===== src/rtl/video8bit_out_discontinuous_if.sv =====
// Read-side bundle between the video unpacker and the FWFT read FIFO / DDR reader.
// master = unpacker, slave = FIFO and DDR reader side.
interface video8bit_out_discontinuous_if #(
  parameter int unsigned ADDR_BITS = 25
);
  logic                 rd_fifo_en;
  logic [63:0]          rd_data;
  logic                 sync_fifo_empty;
  logic                 arst_fifo;
  logic                 loadbase;
  logic [ADDR_BITS-1:0] ddr_baseaddr;
  logic [23:0]          ddr_line_length;
  logic [11:0]          ddr_col_length;

  modport master (
    output rd_fifo_en, arst_fifo, loadbase, ddr_baseaddr, ddr_line_length, ddr_col_length,
    input  rd_data, sync_fifo_empty
  );

  modport slave (
    input  rd_fifo_en, arst_fifo, loadbase, ddr_baseaddr, ddr_line_length, ddr_col_length,
    output rd_data, sync_fifo_empty
  );
endinterface


===== src/rtl/video8bit_out_discontinuous.sv =====
// Unpacks 64-bit FWFT FIFO words MSB-byte-first into an 8-bit pixel stream under an external vsync/de.
// Optional feature macro: VIDEO_OUT_UNDERFLOW_EN (sticky underflow flag, blanked underflow words).
module video8bit_out_discontinuous #(
  parameter int unsigned ADDR_BITS    = 25,
  parameter int unsigned FRAME_CYCLES = 8,
  parameter logic [7:0]  BLANK_VALUE  = 8'h00
) (
  input  logic                            pclk,
  input  logic                            prst,
  input  logic                            vsync,
  input  logic                            de,
  input  logic [ADDR_BITS-1:0]            baseaddr,
  input  logic [23:0]                     video_width,
  input  logic [11:0]                     video_height,
  video8bit_out_discontinuous_if.master   ddr,
  output logic                            ovsync,
  output logic                            ode,
  output logic [7:0]                      odata,
  output logic                            underflow
);

  typedef enum logic [1:0] {StIdle, StFrame, StActive, StFend} state_e;

  localparam logic [3:0] FrameLast = 4'(FRAME_CYCLES - 1);

  state_e               state_q, state_d;
  logic                 vsync_q;
  logic [ADDR_BITS-1:0] base_q, base_d, ddr_base_q, ddr_base_d;
  logic [23:0]          width_q, width_d, line_len_q, line_len_d, x_q, x_d;
  logic [11:0]          height_q, height_d, y_q, y_d;
  logic [3:0]           fcnt_q, fcnt_d;
  logic [2:0]           b_q, b_d;
  logic [63:0]          shreg_q, shreg_d;
  logic                 ode_q;
  logic [7:0]           odata_q, odata_d;
  logic                 pop, vs_rise, vs_fall;
  logic [7:0]           sh_byte;
`ifdef VIDEO_OUT_UNDERFLOW_EN
  logic                 uf_q, uf_d, bad_q, bad_d;
`endif

  always_comb begin
    vs_rise    = vsync & ~vsync_q;
    vs_fall    = vsync_q & ~vsync;
    // ~b selects bytes from the top: b=0 -> [63:56], b=7 -> [7:0]
    sh_byte    = shreg_q[{~b_q, 3'b000} +: 8];
    state_d    = state_q;
    base_d     = base_q;
    width_d    = width_q;
    height_d   = height_q;
    line_len_d = {3'b000, width_q[23:3]} + {23'd0, |width_q[2:0]};
    ddr_base_d = ddr_base_q;
    x_d        = x_q;
    y_d        = y_q;
    b_d        = b_q;
    fcnt_d     = fcnt_q;
    shreg_d    = shreg_q;
    odata_d    = BLANK_VALUE;
    pop        = 1'b0;
`ifdef VIDEO_OUT_UNDERFLOW_EN
    uf_d       = uf_q;
    bad_d      = bad_q;
`endif

    if (vsync) begin
      base_d   = baseaddr;
      width_d  = video_width;
      height_d = video_height;
    end

    unique case (state_q)
      StIdle: begin
        fcnt_d = '0;
        if (vs_fall) state_d = StFrame;
      end
      StFrame: begin
        ddr_base_d = base_q;
        x_d        = '0;
        y_d        = '0;
        b_d        = '0;
        fcnt_d     = fcnt_q + 4'd1;
        if (fcnt_q == FrameLast) state_d = StActive;
      end
      StActive: begin
        if (de && !vs_rise) begin
          if (b_q == 3'd0) begin
            if (!ddr.sync_fifo_empty) begin
              pop     = 1'b1;
              shreg_d = ddr.rd_data;
              odata_d = ddr.rd_data[63:56];
`ifdef VIDEO_OUT_UNDERFLOW_EN
              bad_d   = 1'b0;
`endif
            end else begin
`ifdef VIDEO_OUT_UNDERFLOW_EN
              bad_d   = 1'b1;
              uf_d    = 1'b1;
`endif
            end
          end else begin
`ifdef VIDEO_OUT_UNDERFLOW_EN
            odata_d = bad_q ? BLANK_VALUE : sh_byte;
`else
            odata_d = sh_byte;
`endif
          end
          b_d = b_q + 3'd1;
          x_d = x_q + 24'd1;
          // Line end drops any partial-word tail so the next line starts on a fresh word.
          if (x_q == width_q - 24'd1) begin
            b_d = '0;
            x_d = '0;
            y_d = y_q + 12'd1;
            if (y_q == height_q - 12'd1) state_d = StFend;
          end
        end
      end
      StFend: begin
      end
      default: state_d = StIdle;
    endcase

    if (vs_rise) state_d = StIdle;
`ifdef VIDEO_OUT_UNDERFLOW_EN
    if (state_q == StIdle && vs_fall) uf_d = 1'b0;
`endif
  end

  always_ff @(posedge pclk) begin
    if (prst) begin
      state_q    <= StIdle;
      vsync_q    <= 1'b0;
      base_q     <= '0;
      width_q    <= '0;
      height_q   <= '0;
      line_len_q <= '0;
      ddr_base_q <= '0;
      x_q        <= '0;
      y_q        <= '0;
      b_q        <= '0;
      fcnt_q     <= '0;
      shreg_q    <= '0;
      ode_q      <= 1'b0;
      odata_q    <= BLANK_VALUE;
`ifdef VIDEO_OUT_UNDERFLOW_EN
      uf_q       <= 1'b0;
      bad_q      <= 1'b0;
`endif
    end else begin
      state_q    <= state_d;
      vsync_q    <= vsync;
      base_q     <= base_d;
      width_q    <= width_d;
      height_q   <= height_d;
      line_len_q <= line_len_d;
      ddr_base_q <= ddr_base_d;
      x_q        <= x_d;
      y_q        <= y_d;
      b_q        <= b_d;
      fcnt_q     <= fcnt_d;
      shreg_q    <= shreg_d;
      ode_q      <= de;
      odata_q    <= odata_d;
`ifdef VIDEO_OUT_UNDERFLOW_EN
      uf_q       <= uf_d;
      bad_q      <= bad_d;
`endif
    end
  end

  // Pop is decided from registered state and the current de so the FWFT head is consumed this cycle.
  assign ddr.rd_fifo_en      = pop;
  assign ddr.arst_fifo       = (state_q == StFrame) && (fcnt_q == 4'd0);
  assign ddr.loadbase        = (state_q == StFrame);
  assign ddr.ddr_baseaddr    = ddr_base_q;
  assign ddr.ddr_line_length = line_len_q;
  assign ddr.ddr_col_length  = height_q;
  assign ovsync              = vsync_q;
  assign ode                 = ode_q;
  assign odata               = odata_q;
`ifdef VIDEO_OUT_UNDERFLOW_EN
  assign underflow           = uf_q;
`else
  assign underflow           = 1'b0;
`endif

endmodule


===== src/flat_wrapper.sv =====
// flat-port wrapper written by rule: the top's interface ports become plain ports
module video8bit_out_discontinuous_flat 
#(
  parameter int unsigned ADDR_BITS    = 25,
  parameter int unsigned FRAME_CYCLES = 8,
  parameter logic [7:0]  BLANK_VALUE  = 8'h00
)
  (pclk, prst, vsync, de, baseaddr, video_width, video_height, ovsync, ode, odata, underflow, ddr_rd_fifo_en, ddr_arst_fifo, ddr_loadbase, ddr_ddr_baseaddr, ddr_ddr_line_length, ddr_ddr_col_length, ddr_rd_data, ddr_sync_fifo_empty);
  video8bit_out_discontinuous_if #(.ADDR_BITS(ADDR_BITS)) ddr_i ();
  input  logic pclk;
  input  logic prst;
  input  logic vsync;
  input  logic de;
  input  logic [ADDR_BITS-1:0] baseaddr;
  input  logic [23:0] video_width;
  input  logic [11:0] video_height;
  output logic ovsync;
  output logic ode;
  output logic [7:0] odata;
  output logic underflow;
  output wire logic [$bits(ddr_i.rd_fifo_en)-1:0] ddr_rd_fifo_en;
  output wire logic [$bits(ddr_i.arst_fifo)-1:0] ddr_arst_fifo;
  output wire logic [$bits(ddr_i.loadbase)-1:0] ddr_loadbase;
  output wire logic [$bits(ddr_i.ddr_baseaddr)-1:0] ddr_ddr_baseaddr;
  output wire logic [$bits(ddr_i.ddr_line_length)-1:0] ddr_ddr_line_length;
  output wire logic [$bits(ddr_i.ddr_col_length)-1:0] ddr_ddr_col_length;
  input wire logic [$bits(ddr_i.rd_data)-1:0] ddr_rd_data;
  input wire logic [$bits(ddr_i.sync_fifo_empty)-1:0] ddr_sync_fifo_empty;
  assign ddr_rd_fifo_en = ddr_i.rd_fifo_en;
  assign ddr_arst_fifo = ddr_i.arst_fifo;
  assign ddr_loadbase = ddr_i.loadbase;
  assign ddr_ddr_baseaddr = ddr_i.ddr_baseaddr;
  assign ddr_ddr_line_length = ddr_i.ddr_line_length;
  assign ddr_ddr_col_length = ddr_i.ddr_col_length;
  assign ddr_i.rd_data = ddr_rd_data;
  assign ddr_i.sync_fifo_empty = ddr_sync_fifo_empty;
  video8bit_out_discontinuous #(.ADDR_BITS(ADDR_BITS), .FRAME_CYCLES(FRAME_CYCLES), .BLANK_VALUE(BLANK_VALUE)) u_core (.pclk(pclk), .prst(prst), .vsync(vsync), .de(de), .baseaddr(baseaddr), .video_width(video_width), .video_height(video_height), .ddr(ddr_i), .ovsync(ovsync), .ode(ode), .odata(odata), .underflow(underflow));
endmodule

===== config.mk =====
export PLATFORM = sky130hd
export DESIGN_NAME = video8bit_out_discontinuous_flat
export DESIGN_NICKNAME = d
export VERILOG_FILES = /design/src/rtl/video8bit_out_discontinuous_if.sv /design/src/rtl/video8bit_out_discontinuous.sv /design/src/flat_wrapper.sv
export SDC_FILE = /design/constraint.sdc
export NUM_CORES = 1
export LEC_CHECK = 0
export ABC_CLOCK_PERIOD_IN_PS = 4500
export CORE_ASPECT_RATIO = 0.6
export CORE_MARGIN = 2
export CORE_UTILIZATION = 45
export DETAILED_ROUTE_END_ITERATION = 10
export PLACE_DENSITY = 0.75
export SKIP_CTS_REPAIR_TIMING = 1
export SYNTH_ARGS = -nofsm -noshare
export SYNTH_HDL_FRONTEND = slang
export SYNTH_SLANG_ARGS = --single-unit

===== constraint.sdc =====
create_clock -name pclk -period 4.5 [get_ports pclk]
set_clock_uncertainty 0.2 [all_clocks]
set_input_delay 0.45 -clock pclk [delete_from_list [all_inputs] [get_ports pclk]]
set_output_delay 0.45 -clock pclk [all_outputs]
set_load 0.01 [all_outputs]

# Word level (Yosys, flattened, before mapping)
# Cells that the tools add are included.
# op_classes
addsub	7
n_eq_ne	10
shift	1
mux	22
bitwise	8
n_reduce_logical	16
# ops
op	n
$shiftx A64 B7 Y8	1
$mux W24	2
$pmux W24 S2	1
$add A24 B1 Y24 const B	1
$eq A24 B24 Y1	1
$mux W12	2
$pmux W12 S2	1
$sub A24 B1 Y24 const B	1
$add A21 B1 Y22	1
$mux W8	2
$add A12 B1 Y12 const B	1
$eq A12 B12 Y1	1
$sub A12 B1 Y12 const B	1
$mux W2	5
$ne A2 B1 Y1 const B	5
$pmux W4 S2	1
$mux W3	2
$pmux W2 S3	1
$pmux W3 S2	1
$reduce_and A6 Y1	1
$reduce_or A3 Y1	2
$not A1 Y1	5
$add A4 B1 Y4 const B	1
$eq A4 B3 Y1 const B	1
17 further kinds	23
# word_totals
reg_bits	229
input_bits	130
out_inout_bits	75

# Depth between registers and ports, before layout
# Gate-level depths: netlist of run 1.
# depth
ltp_word	6
ltp_mapped	12
depth_no_buf	10

# Worst setup path after synthesis of run 1
# OpenSTA, ideal clock, no wires.
# synth_path
kind	register to register
from	register u_core.width_q[0]
to	register u_core.y_q[9]
setup_ns	0.070
t_arrival_ns	2.882
slack_ns	1.348
stages_incl_launch_ff	12
n_path_buf	1
period_less_slack_ns	3.152
cell_sequence	dfxtp_1 -> inv_1 -> ha_1 -> or3b_2 -> clkbuf_1 -> nor3_1 -> xnor2_1 -> o2111ai_1 -> a2111oi_4 -> a21oi_2 -> or4_1 -> a21oi_1
# synth_between
elab_chain_cells	4
# synth_rtl
element	line_no	text
start: declaration	video8bit_out_discontinuous.sv:29	logic [23:0] width_q, width_d, line_len_q, line_len_d, x_q, x_d;
start signal: assignment	video8bit_out_discontinuous.sv:153	width_q <= width_d;
$sub A24 B1 Y24	video8bit_out_discontinuous.sv:110	if (x_q == width_q - 24'd1) begin
$eq A24 B24 Y1	video8bit_out_discontinuous.sv:110	
$ne A2 B1 Y1 (no source line)	-	
$reduce_and A3 Y1 (no source line)	-	
end signal: assignment	video8bit_out_discontinuous.sv:158	y_q <= y_d;
end: declaration	video8bit_out_discontinuous.sv:30	logic [11:0] height_q, height_d, y_q, y_d;
# Every way passes these cells.
# A chain may end at the register's enable or synchronous reset.

# Final worst setup path of run 1
# layout_path
from	register u_core.width_q[5]
to	register u_core.y_q[11]
# The elaborated chain is that of the path after synthesis.

==> results of run 1 <==
## cells in the mapped netlist (4+ instances only)
cell,instances
o21ai_0,24
nand2b_1,6
nand2_1,167
dfxtp_1,227
ha_1,16
o21a_1,4
nor3_1,18
nor3b_1,5
or3_1,15
and2_1,7
a21oi_1,93
buf_1,14
nand3_1,29
a31oi_1,4
nor4_1,11
o22ai_1,9
buf_2,10
inv_1,34
or4_1,9
xnor2_1,46
mux4_2,16
mux2i_1,96
xor2_1,34
nor4b_1,6
clkbuf_1,58
o31ai_1,4
nor2b_1,8
nor2_1,169
and3_1,12
nand4_1,20
a21o_1,5
## registers in the layout, indices dropped and copies added (netlist names)
| register | flops |
|---|---|
| u_core.ode | 1 |
| u_core.state_q | 2 |
| u_core.base_q | 25 |
| u_core.ddr.ddr_baseaddr | 25 |
| u_core.width_q | 24 |
| u_core.x_q | 24 |
| u_core.ddr.ddr_col_length | 12 |
| u_core.ovsync | 1 |
| u_core.shreg_q | 64 |
| u_core.ddr.ddr_line_length | 22 |
| u_core.fcnt_q | 4 |
| u_core.odata | 8 |
| u_core.y_q | 12 |
| u_core.b_q | 3 |
## layout make-up
class,instances,area [um2]
fill,2030,9609
tap,315,394.1
inverter,34,127.6
clock buffer,28,624.3
multi-input combinational,876,5562
sequential,227,4544
clock inverter,14,187.7
timing repair buffer,211,2086
## metrics by stage
step / setup WS (ns) / power [uW] / utilization [%]
final: 0.7873 / 4703 / 58.46
after floorplan: 1.348 / 2463 / -
after global placement: 0.9122 / 2688 / 54.95
after global routing: 0.5688 / 4897 / 58.46
after detailed placement: 0.8135 / 2693 / 54.95
after CTS: 0.8264 / 4752 / 58.46
## report_power, final
part	switching (uW)	internal, uW	leakage [uW]
combinational	257	279	0.00265
clock	821	1230	0.000401
sequential	61.0	2060	0.00184
total	1140	3560	0.00489
## worst max path at each step
stage                              startpoint                          end  slack, ns  depth (start not counted)
2_1_floorplan  u_core.width_q[0]$_SDFFE_PP0P_   u_core.y_q[9]$_SDFFE_PP0P_       1.35                         11
3_3_place_gp   u_core.width_q[9]$_SDFFE_PP0P_   u_core.y_q[9]$_SDFFE_PP0P_       0.91                          8
3_5_place_dp   u_core.width_q[5]$_SDFFE_PP0P_  u_core.y_q[11]$_SDFFE_PP0P_       0.81                          8
4_1_cts        u_core.width_q[5]$_SDFFE_PP0P_  u_core.y_q[11]$_SDFFE_PP0P_       0.83                          8
5_1_grt        u_core.width_q[5]$_SDFFE_PP0P_  u_core.y_q[10]$_SDFFE_PP0P_       0.57                          8
6_report       u_core.width_q[5]$_SDFFE_PP0P_  u_core.y_q[11]$_SDFFE_PP0P_       0.79                          8
## worst max-delay path, delay by kind of cell, from the launching register on
family / cells / cell delay, ns
flip-flops: 1 / 0.47
AND/OR/NAND/NOR: 4 / 1.95
AO/OA/AOI/OAI: 4 / 1.02
## cells by family after synthesis
logic type	share of synthesized area (%)
mux	12.57
simple gates	21.87
fa+ha+maj	1.889
other cells	0.03538
flops	42.87
xor+xnor	6.610
compound gates	9.349
buf+inv	4.804
## layout by cell type (no fill, tap or decap), drive strengths merged, types with 29 or more instances in the layout
cell type / synthesis / layout
nor2: 169 / 169
clkdlybuf4s50: 0 / 199
xor2: 34 / 34
inv: 34 / 35
nand3: 29 / 29
a21oi: 94 / 94
mux2i: 96 / 96
xnor2: 46 / 46
dfxtp: 227 / 227
nand2: 167 / 167
## metal layers
layer | up-vias | global-route usage, % | wire, um
li1 | 4462 | - | -
met1 | 4281 | 34.74 | 14530
met2 | 257 | 32.39 | 11490
met3 | 27 | 3.744 | 1780
met4 | 0 | 3.695 | 332
met5 | - | 0 | 0
==> qor.txt, run 1 <==
outcome - completed
clk sinks - 227
Final nets - 1519
TritonCTS buffer count - 23
Tcrit/Tclk final - 82.50%
RSZ-0062 raised after global routing - no
Hold Vio Cnt, Final - 0
CTS tree - yes
Placeable Area - 23130 um2
Worst path max stage delay - 0.71 ns
Hold Path Stages - 2
Hold WC Path Type - in -> reg
Reg-to-Reg End - u_core.y_q[11]$_SDFFE_PP0P_
clock period minus worst slack - 3.713 ns
CTS Root Cell - clkbuf_16
Placed Instances - 1663
sequential share of the synthesized area - 42.87%
post-synth top area cell - dfxtp_1
DR vias - 9027
Die Area - 24840 um2
P_leak - 0.004891 uW
Slew Limit Fails - 0
Clock Pin Slew Worst Setup and Hold Paths - 0.07 ns
CP dominant cell by count - or4_1
Post-Syn Area - 10600 um2
Residual DRC - 0
clk_lat worst skew - 0.52 ns
VDD IR max - 0.2354 mV
top cells by area in the synthesized netlist - dfxtp_1 43%, mux2i_1 9.1%, nor2_1 6.0%, nand2_1 5.9%, a21oi_1 4.4%
yosys warns - 0
HPWL after detailed placement - 20220 um
R2R Path Start - u_core.width_q[5]$_SDFFE_PP0P_
r2r setup slk - 0.79 ns
Routed Antenna Nets - 0
CP Cell Sequence - or4_1, nor4_4, a31oi_1, nand4b_1, a2111oi_4, a21oi_2, or4_1, a21oi_1
Synth top area share - 42.87%
final setup violation count - 0
Starting Density - 45.82%
First DRT Iteration DRCs - 666
Power per Cell Area - 347.7 nW/um2
Worst Path Max Fanout - 24
Unique masters post-synth - 62
I/O pin total - 205
startpoint types - flop
syn_area_per_cell - 8.660 um2
cells on worst reg2reg path - 8
Worst Setup End Kind - flop
hold_ws - 0.03433 ns
H-tree depth - 1
critical path's slowest cell - or4_1
FP Rows - 43
vias in the first global route - 8294
Layout Cell Area excl Fill - 13530 um2
drt pass-1 iters - 5
worst endpoint required time - 4.75 ns
total negative setup slack - 0 ns
Mapped Cells - 1224
drt via density - 5.294
layout cell share with drive strength beyond 1 - 6.115%
dpl cell area - 12710 um2
# Max-Cap Violations - 0
Top FF cell, synth - dfxtp_1
worst-margin pin slew - 1.036 ns
diode count - 0
ys async rst share - 0%
total wire length - 28130 um
number of synthesized flops with an enable pin - 0
Non-Filler Instances - 1705
CTS max path bufs - 3
CP Class - reg -> reg
antenna violations before repair - 0
DIE WIDTH - 202.1 um
P&R area growth vs syn - 27.60%
pin count of the biggest net entering global routing - 104
WP data arrival - 3.97 ns
Peak Freq - 0.2693 GHz
Yosys reg bits - 227
GRT Residual Overflow - 0
Hold EP - u_core.ovsync$_SDFF_PP0_
Max transition margin - 30.96%
port buffer count - 201
Die H - 122.9 um
Placer Congestion - 0.8997
hold_sp - vsync
first-pass GRT wire length - 44690 um
global-route usage over all layers - 22.31%
wire per inst - 16.50 um
No activity file was read; power rests on OpenSTA's default activity.
==> inputs of run 2 (changes only) <==
--- a/config.mk
+++ b/config.mk
@@ -5,7 +5,7 @@
 export SDC_FILE = /design/constraint.sdc
 export NUM_CORES = 1
 export LEC_CHECK = 0
-export ABC_CLOCK_PERIOD_IN_PS = 4500
+export ABC_CLOCK_PERIOD_IN_PS = 3700
 export CORE_ASPECT_RATIO = 0.6
 export CORE_MARGIN = 2
 export CORE_UTILIZATION = 45
==> constraint.sdc (replaced) <==
create_clock -name pclk -period 3.7 [get_ports pclk]
set_clock_uncertainty 0.2 [all_clocks]
set_input_delay 0.37 -clock pclk [delete_from_list [all_inputs] [get_ports pclk]]
set_output_delay 0.37 -clock pclk [all_outputs]
set_load 0.01 [all_outputs]
==> run 2 against run 1 <==
- sequential power up 21%
- clock power up 20%
- fmax up 3.2%
- sequential cell count unchanged
- worst setup slack worse by 0.68 ns
- largest cell class unchanged
- highest routed layer unchanged
==> qor.txt, run 2 (synthesis gave the netlist of run 1 again) <==
most frequent cells in the layout - 227 x dfxtp_1, 199 x clkdlybuf4s50_1, 169 x nor2_1
Die H - 122.9 um (unchanged)
worst-margin pin slew - 1.099 ns (+0.06374 ns)
Power per Cell Area - 418.4 nW/um2 (+20%)
Switch Pwr - 1378 uW (+21%)
diode count - 0 (unchanged)
Clock Pin Slew Worst Setup and Hold Paths - 0.07 ns (about the same)
Levels on crit path - 11 (+3)
Tcrit/Tclk final - 97.23% (+15 points)
Worst path max stage delay - 0.57 ns (-0.14 ns)
startpoint types - flop
leading cell type in the layout, fill and taps excluded - dfxtp_1
crit path buf inv count - 2 (+2)
WP data arrival - 3.81 ns (-0.16 ns)
clk_lat worst skew - 0.52 ns (about the same)
total wire length - 29270 um (+4.1%)
Hold Vio Cnt, Final - 0 (unchanged)
Comb power frac - 12.1% (+0.7 points)
Residual DRC - 0 (unchanged)
DR vias - 9231 (+2.3%)
FP Rows - 43 (unchanged)
cells on worst reg2reg path - 11 (+3)
Max transition margin - 26.71% (-4.2 points)
Hold WC Path Type - in -> reg
Placeable Area - 23130 um2 (unchanged)
Routed Antenna Nets - 0 (unchanged)
layout cell share with drive strength beyond 1 - 7.457% (+1.3 points)
final setup violation count - 0 (unchanged)
clock period minus worst slack - 3.597 ns (-0.1153 ns)
port buffer count - 201 (unchanged)
dpl cell area - 12880 um2 (+1.3%)
first-pass GRT wire length - 46330 um (+3.7%)
Final nets - 1541 (+1.4%)
I/O pin total - 205 (unchanged)
outcome - completed
CTS tree - yes
HPWL after detailed placement - 20910 um (+3.4%)
antenna violations before repair - 0 (unchanged)
TritonCTS buffer count - 23 (unchanged)
Die Area - 24840 um2 (unchanged)
CTS Root Cell - clkbuf_16
PnR worst setup slack - 0.1026 ns (-0.6847 ns)
CTS max path bufs - 3 (unchanged)
clock share of power - 43.1% (-0.4 points)
Starting Density - 45.82% (unchanged)
critical path's slowest cell - or3b_2
GRT Residual Overflow - 0 (unchanged)
VDD IR max - 0.3661 mV (+56%)
max reg flops - 64 (unchanged)
most flop-heavy register - u_core.shreg_q
pin count of the biggest net entering global routing - 92 (-12%)
DIE WIDTH - 202.1 um (unchanged)
First DRT Iteration DRCs - 821 (+23%)
Pint - 4354 uW (+22%)
wire per inst - 16.99 um (+3.0%)
Switching Share - 24.05% (-0.16 points)
drt via density - 5.358 (+1.2%)
H-tree depth - 1 (unchanged)
Post-Place Worst Slack - 0.2260 ns (-0.5874 ns)
# Max-Cap Violations - 0 (unchanged)
Top Family by Delay on Critical Path - simple AND/OR/NAND/NOR gates
total chip power - 5732 uW (+22%)
P&R area growth vs syn - 29.26%
worst endpoint required time - 3.92 ns (-0.83 ns)
Placer Congestion - 0.8860 (-1.5%)
Hold Path Stages - 2 (unchanged)
CP Cell Sequence - inv_1, ha_1, or3b_2, nor2_1, a31oi_1, nand4b_1, a2111oi_4, a21oi_4, buf_4, or3_1, a21oi_1
Worst Setup End Kind - flop
CP Class - reg -> reg
P_leak - 0.004994 uW (+2.1%)
Peak Freq - 0.2780 GHz (+3.2%)
global-route usage over all layers - 23.13% (+0.82 points)
Layout Cell Area excl Fill - 13700 um2 (+1.3%)
Worst Path Max Fanout - 11 (-54%)
clk sinks - 227 (unchanged)
Flop pwr share - 44.8% (-0.3 points)
drt pass-1 iters - 5 (unchanged)
vias in the first global route - 8562 (+3.2%)
Slew Limit Fails - 0 (unchanged)
==> run 2: worst reg2reg max path, cell delays in order (launching register included) <==
cell	delay [ns]
dfxtp_1	0.36
inv_1	0.10
ha_1	0.28
or3b_2	0.57
nor2_1	0.25
a31oi_1	0.11
nand4b_1	0.25
a2111oi_4	0.42
a21oi_4	0.17
buf_4	0.20
or3_1	0.35
a21oi_1	0.23
==> run 2: worst paths after layout <==
kind,startpoint,end,slack [ns]
worst min register to register,u_core.shreg_q[5]$_SDFFE_PP0P_,u_core.shreg_q[5]$_SDFFE_PP0P_,0.25
worst max-delay path,u_core.width_q[0]$_SDFFE_PP0P_,u_core.y_q[6]$_SDFFE_PP0P_,0.10
worst min-delay path,prst,u_core.width_q[7]$_SDFFE_PP0P_,0.15
worst max register to register,u_core.width_q[0]$_SDFFE_PP0P_,u_core.y_q[6]$_SDFFE_PP0P_,0.10
==> run 2: final cells by class <==
cell class | instances | area (um2)
inverters | 34 | 127.6
clock buffers | 30 | 641.9
clock inverters | 8 | 145.1
flip-flops and latches | 227 | 4544
well taps | 315 | 394.1
multi-input cells | 876 | 5585
fillers | 1998 | 9433
repair buffers | 233 | 2263
==> run 2: metal layers <==
layer / routed length [um] / track usage, %
met1: 14920 / 35.79
met2: 12060 / 33.51
met3: 1992 / 4.594
met4: 295 / 3.376
met5: 0 / 0
==> run 2: through the flow <==
stage	util, %	setup TNS [ns]	instances	hold slack, ns
after floorplan	-	0	1226	0.2331
after global placement	55.66	0	1683	0.2396
after detailed placement	55.66	0	1683	0.2431
after CTS	59.06	0	1721	0.1319
after global routing	59.23	-0.03348	1723	0.1631
final	59.23	0	1723	0.1456
==> run 2: power by group through the flow <==
stage	registers, uW	clock network [uW]	logic (uW)
after floorplan	2600	0	393
after global placement	2620	0	674
after detailed placement	2620	0	679
after CTS	2560	2510	685
after global routing	2570	2610	750
final	2570	2470	694
==> inputs of run 3 (changes only) <==
--- a/config.mk
+++ b/config.mk
@@ -7,7 +7,7 @@
 export LEC_CHECK = 0
 export ABC_CLOCK_PERIOD_IN_PS = 3700
 export CORE_ASPECT_RATIO = 0.6
-export CORE_MARGIN = 2
+export CORE_MARGIN = 1
 export CORE_UTILIZATION = 45
 export DETAILED_ROUTE_END_ITERATION = 10
 export PLACE_DENSITY = 0.75
==> run 3 against run 2 <==
- worst setup slack better by 0.14 ns
- combinational power hardly changed
- clock power shrank 11%
- fmax is 4.1% higher
- critical path type unchanged
- highest routed layer unchanged
==> qor.txt, run 3 (synthesis gave the netlist of run 1 again) <==
leading cell type in the layout, fill and taps excluded - dfxtp_1
Routed Antenna Nets - 0 (unchanged)
VDD IR max - 0.2849 mV (-22%)
RSZ-0062 raised after global routing - no
hold_sp - prst
Die H - 120.9 um (-1.6%)
Final nets - 1541 (unchanged)
layout cell share with drive strength beyond 1 - 6.894% (-0.56 points)
cells on worst reg2reg path - 8 (-3)
diode count - 0 (unchanged)
P_leak - 0.004955 uW (-0.78%)
R2R Path Start - u_core.width_q[4]$_SDFFE_PP0P_
Hold WC Path Type - in -> reg
I/O pin total - 205 (unchanged)
global-route usage over all layers - 23.40% (+0.26 points)
Power per Cell Area - 402.5 nW/um2 (-3.8%)
wire per inst - 16.65 um (-2.0%)
most flop-heavy register - u_core.shreg_q
dpl cell area - 12900 um2 (+0.17%)
DIE WIDTH - 200.1 um (-0.99%)
r2r setup slk - 0.24 ns (+0.14 ns)
Starting Density - 45.93% (+0.11 points)
Worst Path Max Fanout - 18 (+7)
WP data arrival - 3.69 ns (-0.12 ns)
CTS Root Cell - clkbuf_16
Layout Cell Area excl Fill - 13590 um2 (-0.82%)
Tcrit/Tclk final - 93.40% (-3.8 points)
Die Area - 24190 um2 (-2.6%)
Clock Pin Slew Worst Setup and Hold Paths - 0.07 ns (about the same)
# Max-Cap Violations - 0 (unchanged)
H-tree depth - 1 (unchanged)
drt via density - 5.337 (-0.38%)
worst-margin pin slew - 1.100 ns (+0.0004992 ns)
pin count of the biggest net entering global routing - 68 (-26%)
Reg-to-Reg End - u_core.y_q[5]$_SDFFE_PP0P_
clk sinks - 227 (unchanged)
Post-Place Worst Slack - 0.3253 ns (+0.09923 ns)
port buffer count - 201 (unchanged)
vias in the first global route - 8645 (+0.97%)
total negative setup slack - 0 ns (unchanged)
FP Rows - 43 (unchanged)
Residual DRC - 0 (unchanged)
Worst Setup End Kind - flop
most frequent cells in the layout - 227 x dfxtp_1, 199 x clkdlybuf4s50_1, 169 x nor2_1
Placeable Area - 23080 um2 (-0.23%)
P&R area growth vs syn - 28.20%
startpoint types - flop
clk_lat worst skew - 0.51 ns (about the same)
final setup violation count - 0 (unchanged)
Hold Vio Cnt, Final - 0 (unchanged)
Worst path max stage delay - 0.68 ns (+0.11 ns)
PnR worst setup slack - 0.2440 ns (+0.1415 ns)
DR vias - 9191 (-0.43%)
max reg flops - 64 (unchanged)
total wire length - 28670 um (-2.0%)
CTS max path bufs - 3 (unchanged)
CTS tree - yes
GRT Residual Overflow - 0 (unchanged)
outcome - completed
antenna violations before repair - 0 (unchanged)
FILL cells - 1972 (-1.3%)
Max transition margin - 26.67% (-0.033 points)
clock period minus worst slack - 3.456 ns (-0.1415 ns)
Peak Freq - 0.2894 GHz (+4.1%)
CP Class - reg -> reg
Hold EP - u_core.x_q[1]$_SDFFE_PP0P_
CP Cell Sequence - or4_1, nor4_4, o21ai_0, a2111oi_4, a21oi_2, buf_4, or3_1, a21oi_1
CP startpoint - u_core.width_q[4]$_SDFFE_PP0P_
critical path's slowest cell - or4_1
First DRT Iteration DRCs - 554 (-33%)
Hold Path Stages - 2 (unchanged)
HPWL after detailed placement - 20570 um (-1.6%)
drt pass-1 iters - 5 (unchanged)
Slew Limit Fails - 0 (unchanged)
first-pass GRT wire length - 46000 um (-0.70%)
Non-Filler Instances - 1722 (-0.058%)
Placer Congestion - 0.8683 (-2.0%)
Placed Instances - 1686 (+0.18%)
TritonCTS buffer count - 22 (-4.3%)
worst endpoint required time - 3.93 ns (about the same)
-- run 3: worst max path at each step --
| stage | endpoint | slack (ns) | cells past startpoint |
|---|---|---|---|
| after global placement | u_core.y_q[7]$_SDFFE_PP0P_ | 0.39 | 8 |
| after floorplan | u_core.y_q[9]$_SDFFE_PP0P_ | 0.55 | 11 |
| after detailed placement | u_core.y_q[5]$_SDFFE_PP0P_ | 0.33 | 9 |
| after CTS | u_core.y_q[5]$_SDFFE_PP0P_ | 0.28 | 9 |
| after global routing | u_core.y_q[9]$_SDFFE_PP0P_ | 0.02 | 8 |
| final | u_core.y_q[5]$_SDFFE_PP0P_ | 0.24 | 8 |
-- run 3: power breakdown --
group	total, uW	internal (uW)	switching [uW]
combinational	696	360	336
clock	2210	1280	925
sequential	2560	2500	60.2
total	5470	4150	1320
-- run 3: area by class of cell --
cell class	count	area (um2)	share of cell area (%)
inverters	34	127.6	0.9391
repair buffers	234	2271	16.71
flip-flops and latches	227	4544	33.44
multi-input cells	876	5562	40.93
clock inverters	1	30.03	0.2210
clock buffers	35	660.6	4.861
well taps	315	394.1	2.900
-- run 3: stage by stage --
step                hold slack (ns)  util, %  power, uW
finish                       0.1010    58.88       5470
global route                 0.1061    58.88       5691
CTS                         0.07226    58.88       5520
detailed placement           0.2465    55.88       3306
global placement             0.2398    55.88       3301
floorplan                    0.2331        -       2995
-- run 3: per-layer routing --
layer  routed length (um)  track usage, %  vias to the layer above
met5                    0               0                        -
met4                  247           3.750                        0
met3                 1633           4.511                       26
met2                11880           33.68                      243
met1                14910           36.07                     4421
li1                     -               -                     4501
-- run 3: worst max-delay path: cells and delay by family, from the launching register on --
kind,cells,cell delay [ns]
AOI/OAI and AO/OA,4,1.20
buffers and inverters,1,0.22
DFF,1,0.36
and+or+nand+nor,3,1.39
==> edit 1, RTL diff (config.mk and constraints of run 3) <==
Reset style: asynchronous (`prst`), changed in one clocked block.
--- a/src/rtl/video8bit_out_discontinuous.sv
+++ b/src/rtl/video8bit_out_discontinuous.sv
@@ -126,7 +126,7 @@
 `endif
   end
 
-  always_ff @(posedge pclk) begin
+  always_ff @(posedge pclk or posedge prst) begin
     if (prst) begin
       state_q    <= StIdle;
       vsync_q    <= 1'b0;
Formal check against the unedited RTL: differs if prst is asserted again (counterexample within 4 cycles, from zero or initial values and one cycle with prst high); with prst held inactive, the same outputs for 10 cycles.
==> edit 1 against run 3 <==
Count of clock-buffer cells in the layout increased by 2; worst setup slack got worse by 0.092 ns; final area increased by 4.8%; routed wire length decreased by 4.1%; sequential cell count unchanged; sequential share of layout area increased by 6.4 points; synthesized cell count decreased by 14%; area after synthesis increased by 3.8%.
Power is not compared: it rests on default switching activity, and its combinational part moved more than twofold at a synthesized area within 25%.
==> edit 1: results (changes against run 3) <==
Synthesis
  – Complex-gate fraction of the synthesized area: 0.05767 (-0.03581)
  – Asr flop ratio synth: 1.000 (+1.000)
  – Ys flop type: dfrtp_1
  – Xor/xnor share of the synthesized area: 0.07132 (+0.005223)
  – YS warnings: 0 (unchanged)
  – Multiplexer share of the synthesized area: 0.1196 (-0.006154)
  – Top post-synthesis cells by area: dfrtp_1, mux2_2, nand2_1
  – Top post-synthesis cells by count: nand2_1, dfrtp_1, mux2_2
  – Adder-cell share of the synthesized area: 0.01706 (-0.001823)
  – Synth cell types: 68 (+9.7%)
  – Sequential share of the synthesized area: 0.5164 (+0.08773)
  – Cells after synthesis: 1049 (-14%)

Route
  – Vias per cell: 5.323 (-0.27%)
  – M1 wire length: 13.78 mm (-7.6%)
  – Wire per inst: 17.42 um (+4.6%)
  – Metal3 WL: 2.263 mm (+39%)
  – Initial drt markers: 627 (+13%)
  – Met2 wire length: 11.23 mm (-5.4%)

Worst setup path
  – Crit-path slowest cell: or4_4
  – CP Max Fanout: 21 (+3)
  – R2R depth: 9 (+1)
  – Max stage delay on crit path: 0.58 ns (-0.10 ns)
  – R2R setup slack: 0.15 ns (-0.09 ns)
  – Worst r2r src: u_core.width_q[16]
  – Reg2Reg Capture Point: u_core.y_q[9]

Clocking
  – Num CTS Buffers: 23 (+4.5%)

Run status
  – Status: completed

Finish
  – Ratio of cells with drive above 1 in the final layout: 0.1482 (+0.07924)
  – Nets: 1391 (-9.7%)
  – Finished Layout Cells: 1579 (-8.3%)

Timing
  – Worst Tran Pin Value: 0.8796 ns (-0.2203 ns)
  – Fin Hold WS: 0.07503 ns (-0.02601 ns)
  – Tmin final: 3.548 ns (+0.09185 ns)

Global routing
  – Routing usage on met1: 0.3558 (-0.004915)
  – First-pass GRT wire length: 44.19 mm (-3.9%)
  – Initial antenna violation count: 2 (+2)
  – Met3 Usage GRT: 0.06168 (+0.01656)
  – Vias in the first global route: 8184 (-5.3%)
  – GRT Util Overall: 0.2246 (-0.009320)
  – Largest net degree at the start of global routing: 84 (+24%)
  – Met2 usage: 0.3078 (-0.02898)

Placed design
  – Dpl ws: 0.07747 ns (-0.2478 ns)
  – GP Congestion: 0.8729 (+0.53%)
  – Placed cell areas: 13430 um^2 (+4.1%)
  – Dpl hpwl: 19.62 mm (-4.6%)
  – Placed Instances: 1534 (-9.0%)

Min path
  – Min-delay src: vsync
  – Hold EP: u_core.state_q[1]
  – Hold path cells: 3 (+1)
## edit 1: power by group through the flow
stage / Combinational [mW] / Sequential [mW] / Clock [mW]
after floorplan: 1.44 / 3.49 / 0
after CTS: 2.53 / 3.48 / 2.40
after global routing: 2.79 / 3.56 / 2.51
after global placement: 2.45 / 3.49 / 0
after detailed placement: 2.52 / 3.51 / 0
final: 2.53 / 3.48 / 2.36
## edit 1: cell type report
cell class / instances / area (um^2)
Antenna cell: 2 / 5.005
Sequential cell: 227 / 5680
Multi-Input combinational cell: 740 / 4989
Inverter: 20 / 78.83
Clock buffer: 37 / 718.2
Timing Repair Buffer: 234 / 2330
Fill cell: 1951 / 9268
Tap cell: 315 / 394.1
Clock inverter: 4 / 48.80
==> edit 2, RTL diff (settings of run 3) <==
Without the edit above. `ADDR_BITS` is set to 25 in 3 places; all go to 17.
--- a/src/rtl/video8bit_out_discontinuous_if.sv
+++ b/src/rtl/video8bit_out_discontinuous_if.sv
@@ -1,7 +1,7 @@
 // Read-side bundle between the video unpacker and the FWFT read FIFO / DDR reader.
 // master = unpacker, slave = FIFO and DDR reader side.
 interface video8bit_out_discontinuous_if #(
-  parameter int unsigned ADDR_BITS = 25
+  parameter int unsigned ADDR_BITS = 17
 );
   logic                 rd_fifo_en;
   logic [63:0]          rd_data;
--- a/src/rtl/video8bit_out_discontinuous.sv
+++ b/src/rtl/video8bit_out_discontinuous.sv
@@ -1,7 +1,7 @@
 // Unpacks 64-bit FWFT FIFO words MSB-byte-first into an 8-bit pixel stream under an external vsync/de.
 // Optional feature macro: VIDEO_OUT_UNDERFLOW_EN (sticky underflow flag, blanked underflow words).
 module video8bit_out_discontinuous #(
-  parameter int unsigned ADDR_BITS    = 25,
+  parameter int unsigned ADDR_BITS    = 17,
   parameter int unsigned FRAME_CYCLES = 8,
   parameter logic [7:0]  BLANK_VALUE  = 8'h00
 ) (
--- a/src/flat_wrapper.sv
+++ b/src/flat_wrapper.sv
@@ -1,7 +1,7 @@
 // flat-port wrapper written by rule: the top's interface ports become plain ports
 module video8bit_out_discontinuous_flat 
 #(
-  parameter int unsigned ADDR_BITS    = 25,
+  parameter int unsigned ADDR_BITS    = 17,
   parameter int unsigned FRAME_CYCLES = 8,
   parameter logic [7:0]  BLANK_VALUE  = 8'h00
 )
Ports: changed (resized baseaddr and ddr_ddr_baseaddr); port bits go from 205 to 189. No check against the original RTL was run, so the function may have changed too.
==> edit 2 against run 3 <==
Final area fell by 4.6%; routed wire length fell by 3.4%; highest routed layer is now met5; synthesized cell count fell by 3.2%; area after synthesis fell by 3.3%; die area fell by 3.3%; sequential cell count fell by 16; worst setup slack got worse by 0.034 ns; sequential power fell by 7%; total power fell by 8.1%; critical path type unchanged.
==> edit 2: results (changes against run 3) <==
Placed design
  – GP Congestion: 0.8872 (+2.2%)
  – Buffers on Ports: 185 (-8.0%)
  – Dpl hpwl: 20.13 mm (-2.1%)

Clocking
  – Clk Latency, worst-skew pair: 0.51 ns (about the same)
  – Htree depth: 1 (unchanged)
  – Num CTS Buffers: 21 (-4.5%)
  – Clock Path Buffers: 3 (unchanged)

Route
  – DR top layer: met5
  – Initial drt markers: 595 (+7.4%)
  – First-pass DRT Iterations: 5 (unchanged)
  – Met2 wire length: 10.75 mm (-9.5%)
  – Routed wire length: 27.69 mm (-3.4%)
  – Via count: 8812 (-4.1%)
  – Metal3 WL: 2.224 mm (+36%)
  – M1 wire length: 14.32 mm (-4.0%)

Global routing
  – Vias in the first global route: 8075 (-6.6%)
  – Routing usage on met1: 0.3695 (+0.008707)
  – Met3 Usage GRT: 0.05806 (+0.01294)
  – First-pass GRT wire length: 43.89 mm (-4.6%)
  – Initial antenna violation count: 1 (+1)
  – Met2 usage: 0.3152 (-0.02166)
  – Largest net degree at the start of global routing: 77 (+13%)
  – GRT Util Overall: 0.2337 (about the same)

Finish
  – Largest regs: u_core.shreg_q (64), u_core.width_q (24), u_core.x_q (24)
  – Antenna diodes: 0 (unchanged)
  – Nets: 1472 (-4.5%)
  – Ratio of cells with drive above 1 in the final layout: 0.06617 (-0.002770)

Synthesis
  – Sequential share of the synthesized area: 0.4122 (-0.01650)
  – Top post-synthesis cells by area: dfxtp_1, mux2i_1, nand2_1
  – Xor/xnor share of the synthesized area: 0.07350 (+0.007404)
  – Asr flop ratio synth: 0 (unchanged)
  – Top post-synthesis cells by count: dfxtp_1, nand2_1, nor2_1
  – Multiplexer share of the synthesized area: 0.1182 (-0.007515)
  – YS warnings: 0 (unchanged)
  – Adder-cell share of the synthesized area: 0.01954 (+0.0006503)
  – Top cell type's share of synthesized area: 0.4122 (-0.01650)
  – Complex-gate fraction of the synthesized area: 0.09646 (+0.002975)
  – Synth cell types: 70 (+13%)

Timing
  – Worst Tran Pin Value: 0.9458 ns (-0.1541 ns)

Pwr
  – Leak: 4.744 nW (-4.3%)
  – Worst vdd ir: 0.2669 mV (-6.3%)

Min path
  – Type of the worst min-delay path: primary input to flip-flop

Worst setup path
  – CP Max Fanout: 23 (+5)
  – Arrival time worst endpoint: 3.68 ns (about the same)

Run status
  – Status: completed
==> edit 2: cell type report <==
class / instances / area, um^2
clock buffers: 30 / 589.3
clock inverters: 4 / 26.28
fillers: 1963 / 9209
inverters: 27 / 101.3
multi-input cells: 868 / 5619
flip-flops and latches: 211 / 4224
well taps: 308 / 385.4
repair buffers: 205 / 2022
==> edit 2: path summary, 6_finish.rpt <==
kind	cells past startpoint	slack, ns	endpoint	startpoint
setup reg to reg	12	0.21	u_core.x_q[17]	u_core.width_q[0]
hold / removal	2	0.01	u_core.ovsync	vsync
hold reg to reg	2	0.25	u_core.shreg_q[9]	u_core.shreg_q[9]
setup / recovery	12	0.21	u_core.x_q[17]	u_core.width_q[0]
==> edit 2: worst max-delay path, cell delays in order, from the launching register on <==
cell      delay (ns)
dfxtp_1         0.36
inv_1           0.10
ha_2            0.27
or4b_1          0.52
or4_1           0.54
nand4_1         0.16
a21bo_2         0.28
nor4_4          0.16
buf_4           0.18
a21oi_2         0.09
o21bai_2        0.23
buf_12          0.20
nor2_1          0.06
==> edit 2: where the power goes <==
| group | switching (mW) | internal (mW) |
|---|---|---|
| clock | 0.884 | 1.10 |
| combinational | 0.315 | 0.334 |
| sequential | 0.0682 | 2.32 |
| total | 1.27 | 3.76 |
==> edit 2: logic make-up after synthesis <==
family                   Yosys count
AND/OR/NAND/NOR                  506
flip-flops                       211
AO/OA/AOI/OAI                    156
buffers and inverters            108
multiplexers                     101
XOR/XNOR                          86
adder cells (fa/ha/maj)           16
other                              1
==> edit 2: stage by stage <==
stage                      TNS (ns)  instances  cell area (um^2)  worst slack, ns
after floorplan                   0       1187             10250           0.5052
after global placement            0       1618             12330           0.1075
after detailed placement          0       1618             12330         0.004129
after CTS                 -0.004885       1652             12940        -0.003119
after global routing              0       1653             12970          0.06062
final                             0       1653             12970           0.2102
